===== config.mk =====
export PLATFORM = sky130hd
export DESIGN_NAME = tdc_sweep_ctrl
export DESIGN_NICKNAME = d
export VERILOG_FILES = /design/src/rtl/tdc_pkg.sv /design/src/rtl/tdc_gap_timer.sv /design/src/rtl/tdc_sweep_ctrl.sv
export SDC_FILE = /design/constraint.sdc
export NUM_CORES = 1
export LEC_CHECK = 0
export ABC_AREA = 1
export CAP_MARGIN = 10
export CORE_MARGIN = 4
export CORE_UTILIZATION = 45
export DETAILED_ROUTE_END_ITERATION = 8
export GPL_TIMING_DRIVEN = 0
export PLACE_DENSITY = 0.73
export SYNTH_ARGS = -nofsm -noshare
export SYNTH_HDL_FRONTEND = slang
export SYNTH_HIERARCHICAL = 1
export SYNTH_SLANG_ARGS = --single-unit
export TNS_END_PERCENT = 20

===== constraint.sdc =====
create_clock -name clk -period 2.88 [get_ports clk]
set_input_delay 0.288 -clock clk [delete_from_list [all_inputs] [get_ports clk]]
set_output_delay 0.288 -clock clk [all_outputs]
set_load 0.02 [all_outputs]

===== src/rtl/tdc_pkg.sv =====
// Shared definitions for the TDC interval sweep controller: FSM states,
// interval tables and the table lookup helper.
package tdc_pkg;

  localparam int VAL_W     = 28;
  localparam int GAP_W     = 27;
  localparam int N_ENTRIES = 5;

  typedef enum logic [2:0] {
    ST_IDLE = 3'd0,
    ST_LOAD = 3'd1,
    ST_FIRE = 3'd2,
    ST_ACK  = 3'd3,
    ST_WAIT = 3'd4,
    ST_GAP  = 3'd5,
    ST_NEXT = 3'd6
  } state_e;

  localparam logic [VAL_W-1:0] RANGE0_TABLE [N_ENTRIES] = '{
    28'd25, 28'd125, 28'd250, 28'd1250, 28'd2250
  };

  localparam logic [VAL_W-1:0] RANGE1_TABLE [N_ENTRIES] = '{
    28'd25000, 28'd125000, 28'd250000, 28'd1250000, 28'd2250000
  };

  // Out-of-table indices fall back to the shortest interval.
  function automatic logic [VAL_W-1:0] interval_lookup(input logic rng, input logic [2:0] idx);
    logic [VAL_W-1:0] val;
    case (idx)
      3'd0:    val = rng ? RANGE1_TABLE[0] : RANGE0_TABLE[0];
      3'd1:    val = rng ? RANGE1_TABLE[1] : RANGE0_TABLE[1];
      3'd2:    val = rng ? RANGE1_TABLE[2] : RANGE0_TABLE[2];
      3'd3:    val = rng ? RANGE1_TABLE[3] : RANGE0_TABLE[3];
      3'd4:    val = rng ? RANGE1_TABLE[4] : RANGE0_TABLE[4];
      default: val = RANGE0_TABLE[0];
    endcase
    return val;
  endfunction

endpackage


===== src/rtl/tdc_gap_timer.sv =====
// Inter-pair gap timer: loadable 27-bit down-counter that flags the last
// counting cycle so the controller leaves GAP after exactly the loaded count.
module tdc_gap_timer
  import tdc_pkg::*;
(
  input  logic             clk,
  input  logic             rst,
  input  logic             load,
  input  logic             cnt_en,
  input  logic [GAP_W-1:0] load_val,
  output logic             expire
);

  logic [GAP_W-1:0] count_q;
  logic [GAP_W-1:0] count_d;

  // next count: load wins, otherwise decrement while enabled and non-zero
  always_comb begin
    if (load) begin
      count_d = load_val;
    end else if (cnt_en && (count_q != {GAP_W{1'b0}})) begin
      count_d = count_q - GAP_W'(1);
    end else begin
      count_d = count_q;
    end
  end

  // counter register
  always_ff @(posedge clk or posedge rst) begin
    if (rst) begin
      count_q <= {GAP_W{1'b0}};
    end else begin
      count_q <= count_d;
    end
  end

  assign expire = cnt_en && (count_q == GAP_W'(1));

endmodule


===== src/rtl/tdc_sweep_ctrl.sv =====
// TDC interval sweep controller: steps through an interval table, firing a
// burst of start/stop pairs per step with a fixed idle gap between pairs.
module tdc_sweep_ctrl
  import tdc_pkg::*;
#(
  parameter int BURST_LEN  = 8,
  parameter int GAP_CYCLES = 100_663_296,
  parameter int NUM_STEPS  = 5
) (
  input  logic              clk,
  input  logic              rst,
  input  logic              start,
  input  logic              abort,
  input  logic              range_sel,
  input  logic              loop,
  input  logic              gen_ready,
  output logic              gen_fire,
  output logic [VAL_W-1:0]  interval,
  output logic [2:0]        step_idx,
  output logic [3:0]        burst_cnt,
  output logic              busy,
  output logic              done,
  output logic [4:0]        led
);

  localparam logic [3:0]       BURST_LAST = 4'(BURST_LEN);
  localparam logic [2:0]       STEP_LAST  = 3'(NUM_STEPS - 1);
  localparam logic [GAP_W-1:0] GAP_LOAD   = GAP_W'(GAP_CYCLES);

  state_e           state_q, state_d;
  logic             range_q, range_d;
  logic [VAL_W-1:0] interval_q, interval_d;
  logic [2:0]       step_q, step_d;
  logic [3:0]       burst_q, burst_d;
  logic             gen_fire_q, gen_fire_d;
  logic             busy_q, busy_d;
  logic             done_q, done_d;
  logic [4:0]       led_q, led_d;

  logic timer_load_s;
  logic timer_en_s;
  logic timer_expire_s;
  logic abort_s;

  assign timer_en_s = (state_q == ST_GAP);
  assign abort_s    = abort && (state_q != ST_IDLE);

  tdc_gap_timer u_gap_timer (
    .clk      (clk),
    .rst      (rst),
    .load     (timer_load_s),
    .cnt_en   (timer_en_s),
    .load_val (GAP_LOAD),
    .expire   (timer_expire_s)
  );

  // next-state and next-output logic; abort overrides every transition
  always_comb begin
    state_d      = state_q;
    range_d      = range_q;
    interval_d   = interval_q;
    step_d       = step_q;
    burst_d      = burst_q;
    gen_fire_d   = 1'b0;
    done_d       = 1'b0;
    timer_load_s = 1'b0;

    if (abort_s) begin
      state_d = ST_IDLE;
      done_d  = 1'b1;
    end else begin
      case (state_q)
        ST_IDLE: begin
          if (start) begin
            range_d = range_sel;
            step_d  = 3'd0;
            burst_d = 4'd0;
            state_d = ST_LOAD;
          end else begin
            state_d = ST_IDLE;
          end
        end
        ST_LOAD: begin
          interval_d = interval_lookup(range_q, step_q);
          state_d    = ST_FIRE;
        end
        ST_FIRE: begin
          if (gen_ready) begin
            gen_fire_d = 1'b1;
            state_d    = ST_ACK;
          end else begin
            state_d = ST_FIRE;
          end
        end
        // generator may still show the stale ready here, so skip one cycle
        ST_ACK: begin
          state_d = ST_WAIT;
        end
        ST_WAIT: begin
          if (gen_ready) begin
            burst_d      = burst_q + 4'd1;
            timer_load_s = 1'b1;
            state_d      = ST_GAP;
          end else begin
            state_d = ST_WAIT;
          end
        end
        ST_GAP: begin
          if (timer_expire_s) begin
            state_d = (burst_q < BURST_LAST) ? ST_FIRE : ST_NEXT;
          end else begin
            state_d = ST_GAP;
          end
        end
        ST_NEXT: begin
          burst_d = 4'd0;
          if (step_q < STEP_LAST) begin
            step_d  = step_q + 3'd1;
            state_d = ST_LOAD;
          end else if (loop) begin
            step_d  = 3'd0;
            state_d = ST_LOAD;
          end else begin
            done_d  = 1'b1;
            state_d = ST_IDLE;
          end
        end
        default: begin
          state_d = ST_IDLE;
        end
      endcase
    end

    busy_d = (state_d != ST_IDLE);
    led_d  = 5'b00001 << step_d;
  end

  // state and registered outputs
  always_ff @(posedge clk or posedge rst) begin
    if (rst) begin
      state_q    <= ST_IDLE;
      range_q    <= 1'b0;
      interval_q <= RANGE0_TABLE[0];
      step_q     <= 3'd0;
      burst_q    <= 4'd0;
      gen_fire_q <= 1'b0;
      busy_q     <= 1'b0;
      done_q     <= 1'b0;
      led_q      <= 5'b00001;
    end else begin
      state_q    <= state_d;
      range_q    <= range_d;
      interval_q <= interval_d;
      step_q     <= step_d;
      burst_q    <= burst_d;
      gen_fire_q <= gen_fire_d;
      busy_q     <= busy_d;
      done_q     <= done_d;
      led_q      <= led_d;
    end
  end

  assign gen_fire  = gen_fire_q;
  assign interval  = interval_q;
  assign step_idx  = step_q;
  assign burst_cnt = burst_q;
  assign busy      = busy_q;
  assign done      = done_q;
  assign led       = led_q;

endmodule

==> results_dict.tcl <==
set metrics [dict create \
    status "completed" \
    cts-hold-fix-buffers 0 \
    fin_skew_ns 0.0141 \
    port_buffers 41 \
    synthXorXnorAreaFrac 0.00646 \
    grt_start_max_net_pins 28 \
    place_ws_ns 0.466 \
    period_share 0.810 \
    cts_max_level 3 \
    ys_warn_count 6 \
    required_ns 3.11 \
    dp_hpwl_microns 7400 \
    fin_crit_ns 2.33 \
    max_freq_ghz 0.429 \
    final-max-slew-violation-count 0 \
    cts_buffers 9 \
    pwr-share-seq 0.314 \
    synth_top_family_by_area "simple AND/OR/NAND/NOR gates" \
    worstSetupStartpointType "flip-flop" \
    die_h_microns 103 \
    crit_fanout 10 \
    vdd_drop_max_mv 0.450 \
    synthMuxAreaShare 0 \
    ys_seq_area_frac 0.395 \
    cts_setup_buffers 0 \
    dr.pass1.iters 5 \
    power_frac_comb 0.502 \
    die_w_microns 103 \
    grt_pass1_wl_microns 16400 \
    synthToLayoutAreaGrowth_pct 23.4 \
    max_slew.worst_pin.slew_ns 0.745 \
    clk_pin_slew_ns 0.08 \
    slew-limit-headroom 0.503 \
    rows 34 \
    clk_latency_ns 0.35 \
    overflow 0 \
    groute.usage.overall 0.192 \
    hold_viol_final 0 \
    ys_seq_elements 64 \
    core_sq_um 8760 \
    swShare 0.462 \
    antenna_found_initial 0 \
    cts_resized 0 \
    synth_compound_area_frac 0.0646 \
    netlist_area_sq_um 4070 \
    synth_fa_ha_area_frac 0.0215 \
    cts_buffer_depth 2 \
    vias 3910 \
    yosys.area.top_type "dfrtp_1" \
    holdWs_ns 0.306 \
    ant_nets 0 \
    multiInputGateArea_sq_um 2140 \
    fillers 839 \
    maxCapViolCount 0 \
    p_leak_nw 2.69 \
    cts_tree "built" \
    final.setup.worst_slack_ns 0.548 \
    grt_setup_unrepaired "no" \
    gp_congestion 0.905 \
    synth_cell_types 36 \
    numClockSinks 64 \
    intPower_w 0.00262 \
    start_util 0.464 \
    powerDensity_nw_per_um2 971 \
    clkPwrFrac 0.184 \
    r2r_cells 12 \
    grt_pass1_vias 3701 \
    layout-drive-gt1-share 0.0996 \
    setup_violations 0 \
    dieArea_sq_um 10600 \
    p_sw_w 0.00225 \
    yosysTopAreaCellShare 0.369 \
    drt-initial-drc-count 138 \
    yosys.area_share.simple 0.401 \
    arrival_ns 2.56 \
    synth_cells 601 \
    final-seq-area_sq_um 1610 \
    final_nets 702 \
    ys_top_cells_by_area "dfrtp_1, nand2_1, nand3_1, inv_1, nor2_1" \
    worstSetupPathType "reg2reg" \
    wl_microns 9710 \
    n_antenna_cell 0 \
    cts-root-buf "clkbuf_8" \
    drc_errors 0 \
    viasPerCell 4.88 \
    hp-class "in2async" \
    drt-wirelength-per-cell_microns 12.1 \
    endpoint_kind "flip-flop" \
    io_pins 50 \
    syn_avg_cell_area_sq_um 6.77 \
    setup_tns_ns 0 \
]
-- critical path, cell delays in order (launching register included) --
cell and delay [ns]:
dfrtp_1 0.46, nor2_4 0.18, nand2_1 0.11, nor2_2 0.12, inv_1 0.07, nor2_1 0.08
clkbuf_1 0.36, inv_1 0.17, buf_1 0.29, nand3_1 0.16, nand2_1 0.07, nand2_1 0.07
o21ai_1 0.06
-- cells by family after synthesis --
group | Yosys count
xor+xnor | 3
fa+ha+maj | 7
compound gates | 48
buf+inv | 99
other cells | 2
flops | 64
simple gates | 378
-- layer usage --
metal,wire [microns],share of wire,global-route usage
met2,4740,0.49,0.339
met1,4360,0.45,0.240
met3,504,0.052,0.0291
met4,113,0.012,0.0647
met5,0,0,0
-- per-stage QoR --
step	total power (W)	util	area (sq um)	cells
after floorplan	0.00326	-	4190	634
after global placement	0.00388	0.540	4740	783
after CTS	0.00488	0.569	4990	800
final	0.00487	0.573	5020	801
after detailed placement	0.00397	0.544	4760	784
after global routing	0.00528	0.573	5020	801
-- layout make-up --
cell class / count / area share
multi-input combinational: 471 / 0.426
sequential: 64 / 0.320
timing repair buffer: 43 / 0.0928
inverter: 74 / 0.0566
buffer: 25 / 0.0324
tap: 108 / 0.0269
clock buffer: 9 / 0.0247
clock inverter: 7 / 0.0204
-- synthesized netlist by cell type, drive strengths merged --
cell type,number
clkbuf,6
o22a,1
nand2,222
ha,7
clkinv,2
or2,1
o21a,1
dfrtp,60
nand3,68
nor2,75
o31ai,2
o21ai,34
nor3,2
a21oi,10
xnor2,2
dfstp,4
and3,1
conb,2
nand4,9
xor2,1
buf,19
inv,72
-- power groups by stage --
stage	clock, W	combinational [W]	sequential, W
6_report	0.000895	0.00244	0.00153
5_1_grt	0.000954	0.00276	0.00157
4_1_cts	0.000911	0.00244	0.00153
3_5_place_dp	0	0.00243	0.00154
3_3_place_gp	0	0.00235	0.00153
2_1_floorplan	0	0.00164	0.00162
-- final timing paths --
check / from / end / slack, ns
min reg2reg: interval[1] / interval[1] / 0.48
min: rst / u_gap_timer/count_q[3] / 0.31
max in group asynchronous: rst / interval[0] / 1.85
max reg2reg: state_q[1] / u_gap_timer/count_q[10] / 0.55
min in group clk: interval[1] / interval[1] / 0.48
max: state_q[1] / u_gap_timer/count_q[10] / 0.55
-- registers in the layout (all words and copies together), names as in the netlist --
| signal | cells |
|---|---|
| done | 1 |
| gen_fire | 1 |
| led | 5 |
| interval | 18 |
| state_q | 3 |
| busy | 1 |
| range_q | 1 |
| step_idx | 3 |
| burst_cnt | 4 |
| u_gap_timer/count_q | 27 |
-- layout by cell type (no fill, tap or decap), types with 2 or more instances in the layout --
| cell | n |
|---|---|
| buf_4 | 11 |
| dfstp_2 | 4 |
| o21ai_1 | 16 |
| ha_1 | 7 |
| nand2_4 | 2 |
| buf_2 | 4 |
| bufinv_16 | 2 |
| buf_16 | 2 |
| o31ai_1 | 2 |
| nor2_4 | 2 |
| clkinv_4 | 3 |
| nand2_2 | 7 |
| inv_2 | 3 |
| inv_1 | 69 |
| conb_1 | 35 |
| clkdlybuf4s50_1 | 41 |
| nor2_1 | 67 |
| inv_6 | 2 |
| o21ai_0 | 18 |
| nand4_1 | 9 |
| nand3_2 | 3 |
| buf_6 | 3 |
| nand3_1 | 64 |
| dfrtp_1 | 60 |
| xnor2_1 | 2 |
| a21oi_1 | 9 |
| nor2_2 | 6 |
| clkbuf_8 | 9 |
| clkbuf_1 | 6 |
| nand2_1 | 213 |
No activity file was read; power rests on OpenSTA's default activity.
